--- src/rtl/bus_share_arbiter_if.sv ---
// Bundle of the two requester handshakes and the shared 4-bit output path.
// The master side belongs to the requesters/consumer.
// The slave side belongs to the arbiter that owns the path.
interface bus_share_arbiter_if;

   logic       reqA;
   logic       reqB;
   logic [3:0] dataA;
   logic [3:0] dataB;
   logic       grantA;
   logic       grantB;
   logic       select;
   logic [3:0] Y;
   logic       valid;

   modport master (
      output reqA,
      output reqB,
      output dataA,
      output dataB,
      input  grantA,
      input  grantB,
      input  select,
      input  Y,
      input  valid
   );

   modport slave (
      input  reqA,
      input  reqB,
      input  dataA,
      input  dataB,
      output grantA,
      output grantB,
      output select,
      output Y,
      output valid
   );

endinterface

--- src/rtl/bus_share_arbiter.sv ---
// Two-requester arbiter for a shared 4-bit path.
// A requester that holds the path is limited to MAX_BURST consecutive beats
// while the other requester waits. Ties out of IDLE go to whichever requester
// was not served most recently.
// All outputs come straight from flops.
module bus_share_arbiter #(
   parameter int MAX_BURST = 4
) (
   input logic                  clk,
   input logic                  rst,
   bus_share_arbiter_if.slave   bus
);

   typedef enum logic [1:0] {
      IDLE    = 2'b00,
      GRANT_A = 2'b01,
      GRANT_B = 2'b10
   } state_t;

   localparam logic       SERVED_A  = 1'b0;
   localparam logic       SERVED_B  = 1'b1;
   localparam logic [2:0] BURST_MAX = 3'(MAX_BURST);

   state_t     state;
   state_t     stateNext;
   logic [2:0] count;
   logic [2:0] countNext;
   logic [2:0] countInc;
   logic       lastServed;
   logic       lastNext;
   logic [3:0] yReg;
   logic [3:0] yNext;
   logic       validReg;
   logic       validNext;
   logic       grantAReg;
   logic       grantBReg;
   logic       selectReg;

   assign countInc = count + 3'd1;

   // Next-state, burst counter, fairness bit and beat capture for every state.
   // A cycle that is not a beat leaves Y alone and drops valid.
   always_comb begin
      stateNext = state;
      countNext = count;
      lastNext  = lastServed;
      yNext     = yReg;
      validNext = 1'b0;
      unique case (state)
         IDLE: begin
            countNext = 3'd0;
            if (bus.reqA && (!bus.reqB || lastServed == SERVED_B)) begin
               stateNext = GRANT_A;
               lastNext  = SERVED_A;
            end else if (bus.reqB) begin
               stateNext = GRANT_B;
               lastNext  = SERVED_B;
            end
         end
         GRANT_A: begin
            if (bus.reqA) begin
               yNext     = bus.dataA;
               validNext = 1'b1;
               if (countInc == BURST_MAX) begin
                  countNext = 3'd0;
                  if (bus.reqB) begin
                     stateNext = GRANT_B;
                     lastNext  = SERVED_B;
                  end
               end else begin
                  countNext = countInc;
               end
            end else begin
               countNext = 3'd0;
               if (bus.reqB) begin
                  stateNext = GRANT_B;
                  lastNext  = SERVED_B;
               end else begin
                  stateNext = IDLE;
               end
            end
         end
         GRANT_B: begin
            if (bus.reqB) begin
               yNext     = bus.dataB;
               validNext = 1'b1;
               if (countInc == BURST_MAX) begin
                  countNext = 3'd0;
                  if (bus.reqA) begin
                     stateNext = GRANT_A;
                     lastNext  = SERVED_A;
                  end
               end else begin
                  countNext = countInc;
               end
            end else begin
               countNext = 3'd0;
               if (bus.reqA) begin
                  stateNext = GRANT_A;
                  lastNext  = SERVED_A;
               end else begin
                  stateNext = IDLE;
               end
            end
         end
         default: begin
            stateNext = IDLE;
            countNext = 3'd0;
         end
      endcase
   end

   // State, counter and fairness bit.
   // Reset leaves lastServed pointing at B, so A wins the first tie.
   always_ff @(posedge clk or negedge rst) begin
      if (!rst) begin
         state      <= IDLE;
         count      <= 3'd0;
         lastServed <= SERVED_B;
      end else begin
         state      <= stateNext;
         count      <= countNext;
         lastServed <= lastNext;
      end
   end

   // Output flops.
   // Grants and select are decoded from the next state so they line up
   // with the state register without any combinational decode on the pins.
   always_ff @(posedge clk or negedge rst) begin
      if (!rst) begin
         grantAReg <= 1'b0;
         grantBReg <= 1'b0;
         selectReg <= 1'b0;
         yReg      <= 4'b0000;
         validReg  <= 1'b0;
      end else begin
         grantAReg <= (stateNext == GRANT_A);
         grantBReg <= (stateNext == GRANT_B);
         selectReg <= (stateNext == GRANT_B);
         yReg      <= yNext;
         validReg  <= validNext;
      end
   end

   assign bus.grantA = grantAReg;
   assign bus.grantB = grantBReg;
   assign bus.select = selectReg;
   assign bus.Y      = yReg;
   assign bus.valid  = validReg;

endmodule

--- src/flat_wrapper.sv ---
// flat-port wrapper written by rule: the top's interface ports become plain ports
module bus_share_arbiter_flat 
#(
   parameter int MAX_BURST = 4
)
  (clk, rst, bus_reqA, bus_reqB, bus_dataA, bus_dataB, bus_grantA, bus_grantB, bus_select, bus_Y, bus_valid);
  bus_share_arbiter_if bus_i ();
  input logic clk;
  input logic rst;
  input wire logic [$bits(bus_i.reqA)-1:0] bus_reqA;
  input wire logic [$bits(bus_i.reqB)-1:0] bus_reqB;
  input wire logic [$bits(bus_i.dataA)-1:0] bus_dataA;
  input wire logic [$bits(bus_i.dataB)-1:0] bus_dataB;
  output wire logic [$bits(bus_i.grantA)-1:0] bus_grantA;
  output wire logic [$bits(bus_i.grantB)-1:0] bus_grantB;
  output wire logic [$bits(bus_i.select)-1:0] bus_select;
  output wire logic [$bits(bus_i.Y)-1:0] bus_Y;
  output wire logic [$bits(bus_i.valid)-1:0] bus_valid;
  assign bus_i.reqA = bus_reqA;
  assign bus_i.reqB = bus_reqB;
  assign bus_i.dataA = bus_dataA;
  assign bus_i.dataB = bus_dataB;
  assign bus_grantA = bus_i.grantA;
  assign bus_grantB = bus_i.grantB;
  assign bus_select = bus_i.select;
  assign bus_Y = bus_i.Y;
  assign bus_valid = bus_i.valid;
  bus_share_arbiter #(.MAX_BURST(MAX_BURST)) u_core (.clk(clk), .rst(rst), .bus(bus_i));
endmodule
--- config.mk ---
export PLATFORM = sky130hd
export DESIGN_NAME = bus_share_arbiter_flat
export DESIGN_NICKNAME = d
export VERILOG_FILES = /design/src/rtl/bus_share_arbiter_if.sv /design/src/rtl/bus_share_arbiter.sv /design/src/flat_wrapper.sv
export SDC_FILE = /design/constraint.sdc
export NUM_CORES = 1
export LEC_CHECK = 0
export ABC_AREA = 1
export CORE_UTILIZATION = 30
export CTS_CLUSTER_SIZE = 16
export DETAILED_ROUTE_END_ITERATION = 8
export PLACE_DENSITY = 0.63
export SLEW_MARGIN = 10
export SYNTH_ARGS = -nofsm -noshare
export SYNTH_HDL_FRONTEND = slang
export SYNTH_SLANG_ARGS = --single-unit
--- constraint.sdc ---
create_clock -name clk -period 1.6 [get_ports clk]
set_input_delay 0.24 -clock clk [delete_from_list [all_inputs] [get_ports clk]]
set_output_delay 0.24 -clock clk [all_outputs]
set_load 0.005 [all_outputs]
Word-level counts from Yosys, hierarchy flattened. Cells that the tools add are included.

Register bits after elaboration: 13. Input bits: 12. Output and inout bits: 8. Logic and storage cells: 53.

Add/subtract/negate cells: 1. Eq/ne operators: 9. Muxes and demuxes: 28. Reductions and logical operators: 8.

Operators with widths (number): $mux 2 (8); $mux 1 (10); $mux 3 (3); $mux 4 (2); $pmux 4 s2 (1); $ne 3x2->1 const B (2); $pmux 2 s3 (1); $pmux 3 s2 (1); $reduce_and 3->1 (2); $eq 2x1->1 const B (2); $eq 2x2->1 const B (2); $ne 2x2->1 const B (2); $add 3x1->3 const B (1); $eq 3x3->1 const B (1); $pmux 1 s3 (1); $reduce_bool 3->1 (1); $logic_not 2->1 (1); $pmux 1 s2 (1); $reduce_bool 2->1 (1); $logic_and 1x1->1 (1); $logic_not 1->1 (1); $logic_or 1x1->1 (1).

Longest topological paths before layout. Gate-level depths: netlist of run 1.

Depth in word-level cells: 6. Mapped depth: 10. Mapped depth without buffers: 10.

Worst setup path after synthesis of run 1. No wires, ideal clock.

Path type: register to register. Start: register u_core.state[0]. End: register u_core.grantBReg (netlist: u_core.bus.grantB). Setup time: 69 ps. Data arrival time: 1300 ps. Data required time: 1531 ps. Path slack: 231 ps. Stages on the path, launching flop included: 11. Path buffers: 0. Clock period less this slack: 1369 ps. Cells stage by stage: dfrtp_1 > inv_1 > ha_1 > nand2_1 > nand2_2 > inv_2 > nor2_2 > o21ai_1 > nand2_1 > nand2_2 > nor2_2.

Word-level cells in the longest chain between the ends: 5. Elaborated cells between the ends (all ways): 12. Those cells by class: 3 x eq/ne; 8 x mux; 1 x reduce/logical.

Ends and longest elaborated chain: start: declaration (line bus_share_arbiter.sv:24) `state_t state;`; start signal: assignment (line bus_share_arbiter.sv:121) `state <= stateNext;`; $mux 2 (on tied branches) (line bus_share_arbiter.sv:89, bus_share_arbiter.sv:55, bus_share_arbiter.sv:66); $mux 2 (on tied branches) (line bus_share_arbiter.sv:87, bus_share_arbiter.sv:64); $mux 2 (on tied branches) (line bus_share_arbiter.sv:84, bus_share_arbiter.sv:61); $pmux 2 s3 * (line bus_share_arbiter.sv:49) `unique case (state)`; $eq 2x2->1 * (line bus_share_arbiter.sv:139) `grantBReg <= (stateNext == GRANT_B);`; end signal: assignment (line bus_share_arbiter.sv:139); end: declaration (line bus_share_arbiter.sv:36) `logic grantBReg;`.

Mark *: on every way between the ends. The rest lies on a longest branch, timed or not. A chain may end at the register's enable or synchronous reset.

Worst setup path in the final report of run 1.
Start: register u_core.state[1]. End: register u_core.yReg[3] (netlist: u_core.bus.Y[3]).

Word-level cells in the longest chain between the ends: 3. Elaborated cells between the ends (all ways): 7. Those cells by class: 4 x eq/ne; 1 x mux; 2 x reduce/logical.

Ends and longest elaborated chain: $eq 2x2->1 / $eq 2x1->1 (equally long branches) (line bus_share_arbiter.sv:49); $ne 2x2->1 (no source line) / $reduce_bool 2->1 (equally long branches); $reduce_and 3->1 (no source line); end signal: assignment (line bus_share_arbiter.sv:141) `yReg <= yNext;`; end: declaration (line bus_share_arbiter.sv:31) `logic [3:0] yReg;`.

Several ways; a longest one is shown, not always the timed one.

==> results of run 1 <==
## final cells by class
type | count | area (um^2)
Clock buffer | 4 | 26.3
Fill cell | 225 | 1200
Inverter | 14 | 52.6
Multi-Input combinational cell | 67 | 399
Sequential cell | 13 | 327
Tap cell | 28 | 35.0
Timing Repair Buffer | 28 | 258
## cell families (layout without fill, tap and decap cells)
kind of cell,Yosys count,in the layout,share of synthesized area (%)
AO/OA/AOI/OAI,16,16,13.3
flip-flops,13,13,43.0
adder cells (fa/ha/maj),6,6,9.88
buffers and inverters,15,46,7.91
AND/OR/NAND/NOR,45,45,25.9
## how the worst max path moves through the flow
stage          cells past startpoint  slack (ns)                end            start
4_1_cts                            8        0.08  u_core.lastServed  u_core.state[0]
2_1_floorplan                     10        0.23  u_core.bus.grantB  u_core.state[0]
5_1_grt                            7     -0.0007    u_core.bus.Y[3]  u_core.state[1]
3_5_place_dp                       7        0.03  u_core.lastServed         bus_reqA
3_3_place_gp                       7        0.03  u_core.bus.grantA         bus_reqB
6_report                           7        0.08    u_core.bus.Y[3]  u_core.state[1]
## stage by stage
step | hold slack, ns | setup TNS, ns | setup WS (ns)
after floorplan | -0.0556 | 0 | 0.231
after global placement | 0.454 | 0 | 0.0260
after detailed placement | 0.463 | 0 | 0.0287
after CTS | 0.254 | 0 | 0.0786
after global routing | 0.289 | -0.000701 | -0.000701
final | 0.251 | 0 | 0.0763
## power breakdown
part / internal, mW / leakage (nW) / total, mW / switching [mW]
sequential: 0.461 / 0.162 / 0.535 / 0.0737
combinational: 0.488 / 0.369 / 0.955 / 0.467
clock: 0.0969 / 0.0150 / 0.212 / 0.115
## worst register-to-register path: cells and delay by family (launching register included)
family | cells | cell delay, ns
AO/OA/AOI/OAI | 3 | 0.48
flip-flops | 1 | 0.40
buffers and inverters | 2 | 0.28
adder cells (fa/ha/maj) | 1 | 0.23
AND/OR/NAND/NOR | 1 | 0.05
## metal layers
layer / wire length (um) / part of all wire, % / global-route usage (%)
met4: 43 / 2.6 / 9.21
met5: 0 / 0 / 0
met2: 783 / 47 / 23.2
met3: 51 / 3.0 / 1.74
met1: 802 / 48 / 18.8
## sequential cells by signal, indices dropped and copies added (netlist names)
signal             cells
u_core.bus.Y           4
u_core.lastServed      1
u_core.count           3
u_core.bus.grantA      1
u_core.bus.grantB      1
u_core.bus.valid       1
u_core.state           2
## cell usage in the layout, fill, tap and decap left out
cell,Yosys,routed
dfstp_2,1,1
ha_2,0,1
and3_2,2,2
a31oi_1,4,4
o21ai_1,1,2
o21ai_0,4,3
clkdlybuf4s50_1,0,19
clkbuf_4,0,3
ha_1,6,4
o211ai_1,1,1
nand2_2,2,3
nor2_1,10,10
o21a_4,1,1
buf_4,1,9
nor2_2,3,3
nand4_1,1,1
nand2_1,23,22
nand3_1,4,3
nand3_2,0,1
ha_4,0,1
inv_2,2,2
inv_1,12,12
clkbuf_1,0,1
dfrtp_1,12,12
a21oi_1,4,3
o21ai_2,1,1
a21oi_2,0,1
## what timing repair did
action	in CTS	in global routing
endpoints found under the hold margin	0	0
setup buffers	0	1
setup endpoints to repair	0	3
gates resized for setup	0	6
==> flow_summary_export.csv, run 1 <==
group,metric,value,unit
floorplanning,row_count,17,
critical_path,cp_top_family,"compound AO/OA/AOI/OAI gates",
layout,final_cell_area,1100,um^2
critical_path,reg2reg_slack,0.08,ns
floorplanning,die-area,2740,um^2
critical_path,cp_max_fo,8,
drt,wl,1680,um
outcome,run_status,"completed",
critical_path,required,1.80,ns
critical_path,r2r_end,"u_core.bus.Y[3]",
sta,setup_viol,0,
pwr,power.leakage,0.546,nW
hold_path,hold_path_class,"input pin to asynchronous set/reset pin",
sta,maxSlewViolCount,0,
clock_network,insertion_delay,0.28,ns
global_route,gr-usage-all-layers,14.7,%
layout,drive_gt1_share,23.0,%
layout,nets,145,
yosys,synth_area,759,um^2
yosys,avgSynthCellArea,7.99,um^2
yosys,synthFlopType,"dfrtp_1",
placed_design,routabilityCongestion,0.896,
drt,drtPass1Iterations,3,
critical_path,start_kind,"flip-flop",
pwr,p_per_area,1550,nW/um^2
floorplanning,die_w,52.3,um
sta,layout_min_cycle_time,1.52,ns
placed_design,place_inst,149,
yosys,synth_common_cells,"23 x nand2_1, 12 x dfrtp_1, 12 x inv_1",
critical_path,slowest_stage,"dfrtp_1",
layout,final_util,47.8,%
global_route,overflow,0,
yosys,yosysUniqueCellTypes,20,
drt,final_antenna_net_count,0,
sta,finClkSkew,0.00337,ns
clock_network,clk_pin_slew,0.08,ns
clock_network,root_buffer,"clkbuf_4",
sta,max_slew_margin,85.2,%
floorplanning,initial_core_util,33.1,%
floorplanning,die_y,52.3,um
pwr,finalPower,1.70,mW
placed_design,dp_hpwl,1340,um
critical_path,worst_r2r_path_depth,7,
sta,worst-slew-pin-transition,0.221,ns
sta,fmax,656,MHz
yosys,async_flop_share,100,%
yosys,synth.top_cell.area_share,39.5,%
global_route,grt_pass1_vias,691,
yosys,ys_ff_latch,13,
sta,hold_viol,0,
critical_path,crit_buf_inv,2,
clock_network,numCtsBuffers,3,
clock_network,cts_max_path_buffers,2,
critical_path,path_cells,"inv_1, ha_1, buf_4, o21ai_2, o21a_4, nor2_1, a31oi_1",
clock_network,cts-htree-levels,1,
floorplanning,io_pins,20,
clock_network,cts_tree,"built",
drt,wire_per_inst,10.9,um
yosys,synthCells,95,
clock_network,clock_sinks,13,
yosys,synth.most_common_cell,"nand2_1",
drt,dr_total_vias,703,
critical_path,critPathMaxStageDelay,0.40,ns
layout,n_antenna_cell,0,
critical_path,reg2reg_from,"u_core.state[1]",
yosys,synthTopCellsByArea,"dfrtp_1 40%, nand2_1 11%, ha_1 9.9%, inv_1 5.9%, nor2_1 4.9%",
sta,min_period_over_period,95.2,%
pwr,ir_worst_vdd,676,uV
yosys,synth_edf_count,0,
drt,via_per_inst,4.56,
global_route,antenna_found_initial,0,
layout,finalNonFillerCells,154,
critical_path,crit_path_end_kind,"flip-flop",
yosys,yosysWarnings,0,
job,maxCapViolations,0,
placed_design,portBuffers,19,
floorplanning,core_area,2300,um^2
yosys,yosys.area.top_type,"dfrtp_1",
critical_path,crit_arrival,1.73,ns
clock_network,hold_buffers,0,
placed_design,place_area,1040,um^2
drt,drt_iter0_drc,7,
drt,post-route-drc-count,0,
yosys,ys_seq_area_share,43.0,%
critical_path,criticalPathCategory,"flip-flop to flip-flop",
layout,area_growth,44.5,%
yosys,synth_nets,113,
global_route,grt_max_degree,14,
global_route,grt_pass1_wl,2900,um
Power figures use the tool's default switching activity.
==> inputs of run 2 (changes only) <==
--- a/config.mk
+++ b/config.mk
@@ -10,6 +10,7 @@
 export CTS_CLUSTER_SIZE = 16
 export DETAILED_ROUTE_END_ITERATION = 8
 export PLACE_DENSITY = 0.63
+export SKIP_LAST_GASP = 1
 export SLEW_MARGIN = 10
 export SYNTH_ARGS = -nofsm -noshare
 export SYNTH_HDL_FRONTEND = slang
==> run 2 against run 1 <==
Against the previous run:
- die area did not move
- final cell count did not move
- clock skew increased by 0.0018 ns
- highest routed layer unchanged
==> flow_summary_export.csv, run 2 (synthesized netlist as in run 1, its figures left out) <==
group,metric,value,unit
outcome,run_status,"completed",
clock_network,root_buffer,"clkbuf_4",
global_route,gr-usage-all-layers,14.7,%
global_route,overflow,0,
clock_network,cts_max_path_buffers,2,
sta,worst-slew-pin-transition,0.200,ns
sta,rsz0062_at_grt,"yes",
critical_path,worst_r2r_path_depth,7,
sta,tns,0,ns
global_route,use_met3,1.74,%
pwr,p_switching,0.643,mW
clock_network,cts_tree,"built",
critical_path,path_cells,"inv_1, ha_1, buf_4, o21ai_2, o21a_4, nor2_1, a31oi_1",
drt,via_per_inst,4.57,
sta,layout_min_cycle_time,1.50,ns
pwr,combPwrFrac,55.3,%
sta,maxSlewViolCount,0,
drt,final_antenna_net_count,0,
critical_path,start_kind,"flip-flop",
sta,setup_viol,0,
global_route,grt_pass1_wl,2900,um
clock_network,numCtsBuffers,3,
floorplanning,die_w,52.3,um
critical_path,criticalPathCategory,"flip-flop to flip-flop",
global_route,busiest_layer,"met2",
placed_design,dp_hpwl,1340,um
global_route,antenna_found_initial,0,
clock_network,insertion_delay,0.28,ns
clock_network,clock_sinks,13,
layout,largest_register_ff_count,4,
layout,drive_gt1_share,22.2,%
critical_path,crit_buf_inv,2,
pwr,ir_worst_vdd,677,uV
floorplanning,initial_core_util,33.1,%
drt,wl,1670,um
pwr,p_per_area,1540,nW/um^2
pwr,p_int,1.02,mW
drt,post-route-drc-count,0,
global_route,grt_use_met1,18.8,%
critical_path,critPathMaxStageDelay,0.40,ns
critical_path,required,1.80,ns
floorplanning,io_pins,20,
critical_path,r2r_end,"u_core.bus.Y[3]",
placed_design,place_inst,149,
layout,most-common-layout-cells,"22 x nand2_1, 19 x clkdlybuf4s50_1, 12 x inv_1, 12 x dfrtp_1, 10 x nor2_1",
layout,area_growth,42.8,%
critical_path,reg2reg_slack,0.10,ns
drt,drt_iter0_drc,9,
drt,drtPass1Iterations,4,
floorplanning,core_area,2300,um^2
floorplanning,die-area,2740,um^2
layout,final_common_cell,"nand2_1",
critical_path,slowest_stage,"dfrtp_1",
hold_path,hold_path_class,"input pin to asynchronous set/reset pin",
clock_network,cts-htree-levels,1,
layout,final_util,47.2,%
critical_path,cp_max_fo,8,
floorplanning,die_y,52.3,um
pwr,pwr-share-seq,32.1,%
clock_network,clk_pin_slew,0.08,ns
placed_design,portBuffers,19,
sta,hold_viol,0,
layout,finalNonFillerCells,154,
critical_path,cp_top_family,"compound AO/OA/AOI/OAI gates",
global_route,grt_pass1_vias,691,
critical_path,crit_path_end_kind,"flip-flop",
pwr,p_clk_share,12.6,%
sta,fmax,667,MHz
pwr,swShare,38.6,%
job,maxCapViolations,0,
placed_design,routabilityCongestion,0.896,
global_route,grtUsageMet2,23.2,%
floorplanning,row_count,17,
pwr,power.leakage,0.545,nW
layout,n_antenna_cell,0,
critical_path,critPathLaunch,"u_core.state[1]",
sta,min_period_over_period,93.6,%
clock_network,hold_buffers,0,
global_route,grt_max_degree,14,
sta,max_slew_margin,86.5,%
critical_path,reg2reg_from,"u_core.state[1]",
layout,nets,145,
drt,wire_per_inst,10.8,um
drt,dr_total_vias,704,
critical_path,crit_arrival,1.70,ns
sta,finClkSkew,0.00513,ns
[run 2: final cells by class]
class                      instances  area [um^2]
clock buffer                       4         26.3
fill                             227         1210
inverter                          14         52.6
multi-input combinational         67          387
sequential                        13          327
tap                               28         35.0
timing repair buffer              28          258
[run 2: what timing repair did]
action | CTS | global route
endpoints found under the hold margin | 0 | 0
resized for setup | 0 | 5
setup endpoints to repair | 0 | 3
setup buffers | 0 | 1
[run 2: power groups by stage]
stage,registers [mW],clock network [mW],logic [mW]
floorplan,0.536,0,0.505
global placement,0.538,0,0.878
detailed placement,0.543,0,0.890
CTS,0.536,0.217,0.896
global route,0.547,0.231,1.04
finish,0.535,0.210,0.922
[run 2: worst max-delay path by stage]
stage                         to  slack, ns  depth (start not counted)
2_1_floorplan  u_core.bus.grantB       0.23                         10
3_3_place_gp   u_core.bus.grantA       0.03                          7
3_5_place_dp   u_core.lastServed       0.03                          7
4_1_cts        u_core.lastServed       0.08                          8
5_1_grt        u_core.lastServed     0.0003                          8
6_report         u_core.bus.Y[3]       0.10                          7
[run 2: through the flow]
stage	hold WS (ns)	area [um^2]	power (mW)	worst slack (ns)
floorplan	-0.0556	759	1.04	0.231
global placement	0.454	1040	1.42	0.0260
detailed placement	0.463	1040	1.43	0.0287
CTS	0.254	1060	1.65	0.0786
global route	0.289	1080	1.82	0.000304
finish	0.252	1080	1.67	0.102
[run 2: metal layers]
layer	up-vias	wire length, um
li1	367	-
met1	317	771
met2	16	793
met3	4	62
met4	0	39
met5	-	0
